--- config.mk ---
export PLATFORM = sky130hd
export DESIGN_NAME = pwm_peripheral
export DESIGN_NICKNAME = d
export VERILOG_FILES = /design/src/rtl/pwm_pkg.sv /design/src/rtl/pwm_prescaler.sv /design/src/rtl/pwm_peripheral.sv
export SDC_FILE = /design/constraint.sdc
export NUM_CORES = 1
export LEC_CHECK = 0
export CORE_MARGIN = 4
export CORE_UTILIZATION = 41
export DETAILED_ROUTE_END_ITERATION = 10
export PLACE_DENSITY = 0.87
export SLEW_MARGIN = 20
export SYNTH_ARGS = -nofsm -noshare
export SYNTH_HDL_FRONTEND = slang
export SYNTH_HIERARCHICAL = 1
export SYNTH_SLANG_ARGS = --single-unit
--- constraint.sdc ---
create_clock -name clk -period 2.5 [get_ports clk]
set_input_delay 0.5 -clock clk [delete_from_list [all_inputs] [get_ports clk]]
set_output_delay 0.5 -clock clk [all_outputs]
set_load 0.005 [all_outputs]
--- src/rtl/pwm_pkg.sv ---
// pwm_pkg: shared widths, constants and the PWM compare helper used by
// the 16-channel PWM peripheral and its prescaler.
package pwm_pkg;

    // Width of the period counter; one PWM period spans 2**PWM_CNT_W steps.
    localparam int PWM_CNT_W = 8;

    // Duty value that forces the raw level permanently high.
    localparam logic [PWM_CNT_W-1:0] DUTY_FULL = 8'hFF;

    // Last value of the period counter before it wraps back to zero.
    localparam logic [PWM_CNT_W-1:0] CNT_LAST = 8'hFF;

    // Default number of system clocks per PWM count step.
    localparam int CLK_DIV_DEFAULT = 13;

    // Number of output channels.
    localparam int PWM_CHANNELS = 16;

    // Raw PWM level for a given period count and duty value.
    // A full-scale duty holds the level high for the entire period, so
    // 0xFF is special-cased rather than yielding 255/256 high time.
    function automatic logic pwm_level(
        input logic [PWM_CNT_W-1:0] cnt,
        input logic [PWM_CNT_W-1:0] duty
    );
        logic level;
        if (duty == DUTY_FULL) begin
            level = 1'b1;
        end else begin
            level = (cnt < duty);
        end
        return level;
    endfunction

endpackage : pwm_pkg

--- src/rtl/pwm_prescaler.sv ---
// pwm_prescaler: divides the system clock by CLK_DIV and produces a
// single-cycle tick once per division period. Legal CLK_DIV is 1..4096;
// CLK_DIV=1 yields a tick on every clock.
module pwm_prescaler
    import pwm_pkg::*;
#(
    parameter int CLK_DIV = CLK_DIV_DEFAULT
) (
    input  logic clk,
    input  logic rst_n,
    output logic tick
);

    // A one-bit counter is kept even for CLK_DIV=1 so the vector never
    // collapses to zero width; it simply stays at zero in that case.
    localparam int PRE_W = (CLK_DIV > 1) ? $clog2(CLK_DIV) : 1;
    localparam logic [PRE_W-1:0] PRE_LAST = PRE_W'(CLK_DIV - 1);

    logic [PRE_W-1:0] pre_q;
    logic [PRE_W-1:0] pre_d;

    // Tick is decoded from the registered count, so it is high for exactly
    // the cycle in which the prescaler sits at its terminal value.
    always_comb begin
        tick = (pre_q == PRE_LAST);
    end

    // Next prescaler value: wrap to zero on the terminal count.
    always_comb begin
        pre_d = pre_q;
        if (tick) begin
            pre_d = '0;
        end else begin
            pre_d = pre_q + 1'b1;
        end
    end

    // Prescaler state register; reset returns it to zero immediately.
    always_ff @(posedge clk or negedge rst_n) begin
        if (!rst_n) begin
            pre_q <= '0;
        end else begin
            pre_q <= pre_d;
        end
    end

endmodule : pwm_prescaler

--- src/rtl/pwm_peripheral.sv ---
// pwm_peripheral: 16-channel PWM / static output driver fed from an SPI
// register bank running on the same clock. Each channel is either off,
// statically high, or driven by a shared 8-bit PWM waveform. All channels
// share one prescaler and one period counter, so PWM channels are aligned.
//
// Build option: define PWM_SHADOW_EN to latch the duty value once per
// period (on the wrap from 255 to 0) so mid-period writes only affect the
// following period. Without it the duty input is used directly.
module pwm_peripheral
    import pwm_pkg::*;
#(
    parameter int CLK_DIV = CLK_DIV_DEFAULT
) (
    input  logic                 clk,
    input  logic                 rst_n,
    input  logic [7:0]           en_reg_out_7_0,
    input  logic [7:0]           en_reg_out_15_8,
    input  logic [7:0]           en_reg_pwm_7_0,
    input  logic [7:0]           en_reg_pwm_15_8,
    input  logic [7:0]           pwm_duty_cycle,
    output logic [15:0]          out
);

    logic                        tick;
    logic [PWM_CNT_W-1:0]        cnt_q;
    logic [PWM_CNT_W-1:0]        cnt_d;
    logic [PWM_CNT_W-1:0]        duty_eff;
    logic                        period_wrap;
    logic                        raw_level;
    logic [PWM_CHANNELS-1:0]     en_out_all;
    logic [PWM_CHANNELS-1:0]     en_pwm_all;
    logic [PWM_CHANNELS-1:0]     out_q;
    logic [PWM_CHANNELS-1:0]     out_d;

    // Clock divider producing one count step every CLK_DIV clocks.
    pwm_prescaler #(
        .CLK_DIV (CLK_DIV)
    ) u_prescaler (
        .clk   (clk),
        .rst_n (rst_n),
        .tick  (tick)
    );

    // Gather the byte-wide register fields into channel-indexed vectors.
    always_comb begin
        en_out_all = {en_reg_out_15_8, en_reg_out_7_0};
        en_pwm_all = {en_reg_pwm_15_8, en_reg_pwm_7_0};
    end

    // Period counter advances only on tick; natural 8-bit overflow wraps it.
    always_comb begin
        cnt_d       = cnt_q;
        period_wrap = tick && (cnt_q == CNT_LAST);
        if (tick) begin
            cnt_d = cnt_q + 1'b1;
        end
    end

    // Period counter register.
    always_ff @(posedge clk or negedge rst_n) begin
        if (!rst_n) begin
            cnt_q <= '0;
        end else begin
            cnt_q <= cnt_d;
        end
    end

`ifdef PWM_SHADOW_EN
    logic [PWM_CNT_W-1:0] duty_q;
    logic [PWM_CNT_W-1:0] duty_d;

    // Shadow duty reloads only at the period boundary, keeping the
    // current period's high time stable against register writes.
    always_comb begin
        duty_d = duty_q;
        if (period_wrap) begin
            duty_d = pwm_duty_cycle;
        end
    end

    // Shadow duty register; cleared by reset, so the first period after
    // reset is low until the first boundary reload.
    always_ff @(posedge clk or negedge rst_n) begin
        if (!rst_n) begin
            duty_q <= '0;
        end else begin
            duty_q <= duty_d;
        end
    end

    assign duty_eff = duty_q;
`else
    // Without shadowing the wrap strobe has no consumer.
    logic unused_wrap;
    assign unused_wrap = period_wrap;
    assign duty_eff    = pwm_duty_cycle;
`endif

    // Shared raw waveform compared against the effective duty.
    always_comb begin
        raw_level = pwm_level(cnt_q, duty_eff);
    end

    // Per-channel output select: off, static high, or PWM waveform.
    always_comb begin
        out_d = '0;
        for (int i = 0; i < PWM_CHANNELS; i++) begin
            if (!en_out_all[i]) begin
                out_d[i] = 1'b0;
            end else if (!en_pwm_all[i]) begin
                out_d[i] = 1'b1;
            end else begin
                out_d[i] = raw_level;
            end
        end
    end

    // Output register gives glitch-free drive with one clock of latency.
    always_ff @(posedge clk or negedge rst_n) begin
        if (!rst_n) begin
            out_q <= '0;
        end else begin
            out_q <= out_d;
        end
    end

    assign out = out_q;

endmodule : pwm_peripheral

* After elaboration in Yosys (flattened, before gate mapping)
Cells that the tools add are included.
** Operators by class
- Mux-type cells :: 34
- Order comparisons :: 1
- Equal/unequal tests :: 2
- Add/sub/neg operators :: 2
** Operators with widths (number)
- $mux W1 :: 33
- $add A8 B1 Y8 const B :: 1
- $eq A8 B8 Y1 const B :: 1
- $lt A8 B8 Y1 :: 1
- $add A4 B1 Y4 const B :: 1
- $eq A4 B4 Y1 const B :: 1
- $mux W4 :: 1
** Storage, ports and cells
- Register bits :: 28
- Output and inout port bits :: 16
- Bits of input ports :: 42

* Depth between registers and ports, before layout
- Depth after elaboration :: 4
- Mapped depth :: 7
- Gate-level depth less buffers :: 7

* Modules after synthesis
Netlist, hierarchy kept.
** By module, submodules not included
- pwm_peripheral :: times used 1, seq. area each 600.6 sq um, area an instance 1137.3 sq um, cells an instance 86
- pwm_prescaler :: times used 1, seq. area each 100.1 sq um, area an instance 196.4 sq um, cells an instance 17

* Worst setup path after synthesis
Ideal clock, no wire load.
- Path kind :: input-to-reg
- Start point :: in pwm_duty_cycle[7]
- End point :: reg out_q[10], in the netlist out[10]
- Setup slack :: 641 ps
- Data arrival time :: 1737 ps
- Stages on the path :: 7
- Path through :: inv_1 ha_1 and4_2 o21ai_2 o32ai_2 buf_6 a21boi_2
** On the way
- Cells in the longest elaborated chain, start to end :: 4
** Ends and longest elaborated chain
- start: declaration :: RTL line pwm_peripheral.sv:20 : input logic [7:0] pwm_duty_cycle,
- $lt A8 B8 Y1 / $eq A8 B8 Y1 (equally long branches) :: RTL line pwm_pkg.sv:31, pwm_pkg.sv:28
- $mux W1 * :: RTL line pwm_pkg.sv:28 : if (duty == DUTY_FULL) begin
- $mux W1 * :: RTL line pwm_peripheral.sv:110 : end else if (!en_pwm_all[i]) begin
- $mux W1 * :: RTL line pwm_peripheral.sv:108 : if (!en_out_all[i]) begin
- net out_d[10] :: RTL line pwm_peripheral.sv:33 : logic [PWM_CHANNELS-1:0] out_d;
- end signal: assignment :: RTL line pwm_peripheral.sv:123 : out_q <= out_d;
- end: declaration :: RTL line pwm_peripheral.sv:32 : logic [PWM_CHANNELS-1:0] out_q;
Mark *: on every way through the listed nets, which the timed path passes. The rest lies on a longest branch.
A chain may end at the register's enable or synchronous reset.

* Final worst setup path
- Start point :: in pwm_duty_cycle[7]
- End point :: reg out_q[0], in the netlist out[0]
Same word-level chain as after synthesis.

==> flow_results.xml <==
<?xml version="1.0" encoding="UTF-8"?>
<metrics>
  <group name="place">
    <metric name="preCtsSetupSlack" unit="ps">99.2</metric>
    <metric name="gp_routability_congestion" unit="">0.776</metric>
    <metric name="port_buffers" unit="">57</metric>
    <metric name="placed_wire_length_estimate" unit="um">2480</metric>
  </group>
  <group name="min_path">
    <metric name="timing.hold.worst.class" unit="">flip-flop to flip-flop</metric>
  </group>
  <group name="route">
    <metric name="final_antenna_net_count" unit="">0</metric>
    <metric name="vias" unit="">989</metric>
    <metric name="detail_route.drc_violations" unit="">0</metric>
    <metric name="routed_wire_length_per_instance" unit="um">14.0</metric>
    <metric name="wirelength_routed" unit="um">2920</metric>
    <metric name="drtPass1Iterations" unit="">3</metric>
    <metric name="initialDrtViolationCount" unit="">22</metric>
    <metric name="route.detailed.vias_per_inst" unit="">4.75</metric>
  </group>
  <group name="power_and_ir_drop">
    <metric name="vdd_drop_max" unit="uV">368</metric>
    <metric name="leakagePower" unit="nW">0.871</metric>
    <metric name="power_density" unit="nW/um^2">389</metric>
  </group>
  <group name="timing">
    <metric name="grt_setup_unrepaired" unit="">no</metric>
    <metric name="max_freq" unit="MHz">485</metric>
    <metric name="slew_headroom" unit="">0.773</metric>
    <metric name="post-route-min-period" unit="ps">2060</metric>
    <metric name="layout_setup_ws" unit="ps">438</metric>
    <metric name="finalClockSkew" unit="ps">7.92</metric>
    <metric name="finalHoldViolations" unit="">0</metric>
    <metric name="slew_viol_final" unit="">0</metric>
    <metric name="tightestPinTransition" unit="ps">341</metric>
    <metric name="fin_crit_sh" unit="">0.825</metric>
    <metric name="final-setup-viol-count" unit="">0</metric>
    <metric name="setup_tns" unit="ps">0</metric>
  </group>
  <group name="synthesis">
    <metric name="post-synth-top-area-fraction" unit="">0.525</metric>
    <metric name="yosys_warnings" unit="">6</metric>
    <metric name="synthesis.instances" unit="">103</metric>
    <metric name="synth_cell_type_count" unit="">28</metric>
    <metric name="synthesis.area" unit="sq um">1330</metric>
    <metric name="postSynthAreaPerCell" unit="sq um">12.9</metric>
    <metric name="ff_latch_count_synth" unit="">28</metric>
    <metric name="synth_sequential_area_ratio" unit="">0.525</metric>
    <metric name="yosysTopAreaCell" unit="">sky130_fd_sc_hd__dfrtp_1</metric>
    <metric name="postSynthNetCount" unit="">155</metric>
    <metric name="synth.area.top_cells" unit="">sky130_fd_sc_hd__dfrtp_1 (53%), sky130_fd_sc_hd__ha_1 (9.4%), sky130_fd_sc_hd__a21boi_2 (8.4%), sky130_fd_sc_hd__a21boi_0 (3.4%), sky130_fd_sc_hd__inv_1 (2.8%)</metric>
  </group>
  <group name="cts">
    <metric name="post-cts-setup-buffers" unit="">0</metric>
    <metric name="clock_sinks" unit="">28</metric>
    <metric name="hold_buffer_count_at_cts" unit="">0</metric>
    <metric name="postCtsResizedCells" unit="">0</metric>
    <metric name="cts-root-buf" unit="">sky130_fd_sc_hd__clkbuf_4</metric>
    <metric name="cts_tree" unit="">yes</metric>
    <metric name="cts-buffers-inserted" unit="">3</metric>
    <metric name="clock_slew_at_the_register_clock_pins_of_the_worst_setup_and_hold_paths" unit="ps">130</metric>
    <metric name="insertion_delay" unit="ps">320</metric>
    <metric name="ctsLongestPathBuffers" unit="">2</metric>
    <metric name="ctsHtreeMaxLevel" unit="">1</metric>
  </group>
  <group name="setup_path">
    <metric name="timing.critical_path.from_type" unit="">input pin</metric>
    <metric name="critical_path.slowest_cell" unit="">sky130_fd_sc_hd__clkdlybuf4s50_1</metric>
    <metric name="cp-end-kind" unit="">flip-flop</metric>
    <metric name="highest_cell_delay_on_the_worst_timing_path" unit="ps">490</metric>
    <metric name="critical_path_arrival" unit="ps">2270</metric>
    <metric name="critical_path_class" unit="">input pin to flip-flop</metric>
    <metric name="timing.critical_path.max_delay_family" unit="">buffers and inverters</metric>
    <metric name="critical_path_buf_inv_count" unit="">3</metric>
    <metric name="worstPathMaxFanout" unit="">16</metric>
    <metric name="required_time_of_the_worst_setup_path" unit="ps">2710</metric>
    <metric name="path_cells" unit="">clkdlybuf4s50_1, inv_1, ha_1, and4_2, o21ai_2, o32ai_2, buf_12, a21boi_0</metric>
  </group>
  <group name="layout">
    <metric name="final_layout_size_suffix_gt1_frac" unit="">0.134</metric>
    <metric name="fill_cells" unit="">235</metric>
    <metric name="final_nets" unit="">218</metric>
    <metric name="final_antenna_diode_count" unit="">0</metric>
    <metric name="area_delta_synth_final" unit="%">49.8</metric>
  </group>
  <group name="outcome">
    <metric name="run_status" unit="">finished clean</metric>
  </group>
  <group name="floorplanning">
    <metric name="dieArea" unit="sq um">4230</metric>
    <metric name="placementRows" unit="">20</metric>
    <metric name="core-area" unit="sq um">3080</metric>
    <metric name="die_width" unit="um">65.0</metric>
    <metric name="floorplan.die.height" unit="um">65.0</metric>
    <metric name="effective_utilization_at_floorplan" unit="">0.433</metric>
    <metric name="ioPinCount" unit="">58</metric>
  </group>
  <group name="global_route">
    <metric name="grt_start_max_net_pins" unit="">29</metric>
    <metric name="grtUsageTotal" unit="">0.160</metric>
    <metric name="grt_overflow_total" unit="">0</metric>
    <metric name="global_route_wire_length_before_repair" unit="um">5040</metric>
    <metric name="first_global_vias" unit="">1136</metric>
    <metric name="number_of_antenna_violations_at_the_first_check_in_global_routing" unit="">0</metric>
  </group>
  <group name="run">
    <metric name="max-cap-violations" unit="">0</metric>
  </group>
</metrics>
## cell usage after synthesis
library cell	instances
sky130_fd_sc_hd__dfrtp_1	28
sky130_fd_sc_hd__a21boi_2	10
sky130_fd_sc_hd__ha_1	10
sky130_fd_sc_hd__inv_1	10
sky130_fd_sc_hd__a21boi_0	6
sky130_fd_sc_hd__nor2_1	5
sky130_fd_sc_hd__nand4_1	4
sky130_fd_sc_hd__xnor2_1	4
sky130_fd_sc_hd__nand2_1	3
sky130_fd_sc_hd__nand3_1	3
sky130_fd_sc_hd__xor2_1	3
sky130_fd_sc_hd__a2111oi_4	1
sky130_fd_sc_hd__a21bo_2	1
sky130_fd_sc_hd__a21o_1	1
sky130_fd_sc_hd__a21oi_1	1
sky130_fd_sc_hd__a311o_1	1
sky130_fd_sc_hd__a41o_1	1
sky130_fd_sc_hd__and3_1	1
sky130_fd_sc_hd__and4_2	1
sky130_fd_sc_hd__and4b_1	1
sky130_fd_sc_hd__buf_6	1
sky130_fd_sc_hd__mux2_2	1
sky130_fd_sc_hd__mux2i_1	1
sky130_fd_sc_hd__nand2b_4	1
sky130_fd_sc_hd__nor2b_1	1
sky130_fd_sc_hd__o21a_1	1
sky130_fd_sc_hd__o21ai_2	1
sky130_fd_sc_hd__o32ai_2	1
## power breakdown
part           switching [mW]  internal (mW)
sequential            0.00432          0.466
combinational          0.0406         0.0957
clock                   0.115         0.0564
total                   0.160          0.618
## through the flow
step	hold WS [ps]	area [sq um]	total power, mW	utilization	cells
floorplan	204	1330	0.505	-	103
global route	539	2000	0.818	0.649	208
finish	516	2000	0.778	0.649	208
detailed placement	499	1980	0.617	0.642	205
CTS	521	2000	0.787	0.649	208
global placement	486	1980	0.612	0.642	205
## final timing paths
check | slack [ps] | cells past startpoint | start | end
max | 440 | 8 | pwm_duty_cycle[7] | out[0]
min | 520 | 1 | cnt_q[7] | cnt_q[7]
max reg2reg | 710 | 6 | cnt_q[5] | out[0]
min reg2reg | 520 | 1 | cnt_q[7] | cnt_q[7]
max in group asynchronous | 1710 | 2 | rst_n | u_prescaler/pre_q[3]
min in group asynchronous | 530 | 2 | rst_n | out[12]
## layout make-up
class / instances / area (sq um) / area share
Clock buffer: 3 / 22.5 / 0.0113
Inverter: 10 / 37.5 / 0.0188
Multi-Input combinational cell: 64 / 584 / 0.292
Sequential cell: 28 / 701 / 0.351
Tap cell: 44 / 55.1 / 0.0276
Timing Repair Buffer: 59 / 598 / 0.299
## logic make-up (layout without fill, tap and decap cells)
group | after synthesis | after routing | synth area share
mux | 2 | 2 | 0.0159
buf+inv | 11 | 72 | 0.0366
fa+ha+maj | 10 | 10 | 0.0938
simple gates | 20 | 20 | 0.0872
compound gates | 25 | 25 | 0.195
flops | 28 | 28 | 0.525
xor+xnor | 7 | 7 | 0.0460
## per-layer routing
metal / track usage / vias to the layer above / part of all wire
li1: - / 486 / -
met1: 0.160 / 447 / 0.37
met2: 0.277 / 51 / 0.47
met3: 0.0832 / 5 / 0.14
met4: 0.0699 / 0 / 0.017
met5: 0 / - / 0
## cell usage in the layout (no fill, tap or decap), types with 3 or more instances in the layout
cell type	Yosys	final
sky130_fd_sc_hd__a21boi_2	10	10
sky130_fd_sc_hd__ha_1	10	10
sky130_fd_sc_hd__nand2_1	3	3
sky130_fd_sc_hd__nand4_1	4	4
sky130_fd_sc_hd__clkbuf_4	0	3
sky130_fd_sc_hd__clkdlybuf4s50_1	0	57
sky130_fd_sc_hd__inv_1	10	10
sky130_fd_sc_hd__xnor2_1	4	4
sky130_fd_sc_hd__nand3_1	3	3
sky130_fd_sc_hd__a21boi_0	6	6
sky130_fd_sc_hd__nor2_1	5	5
sky130_fd_sc_hd__xor2_1	3	3
sky130_fd_sc_hd__dfrtp_1	28	28
## flip-flops by register name, summed over array words and instances, names as in the netlist
signal             flops
u_prescaler/pre_q      4
cnt_q                  8
out                   16
No activity file was read; power rests on OpenSTA's default activity.
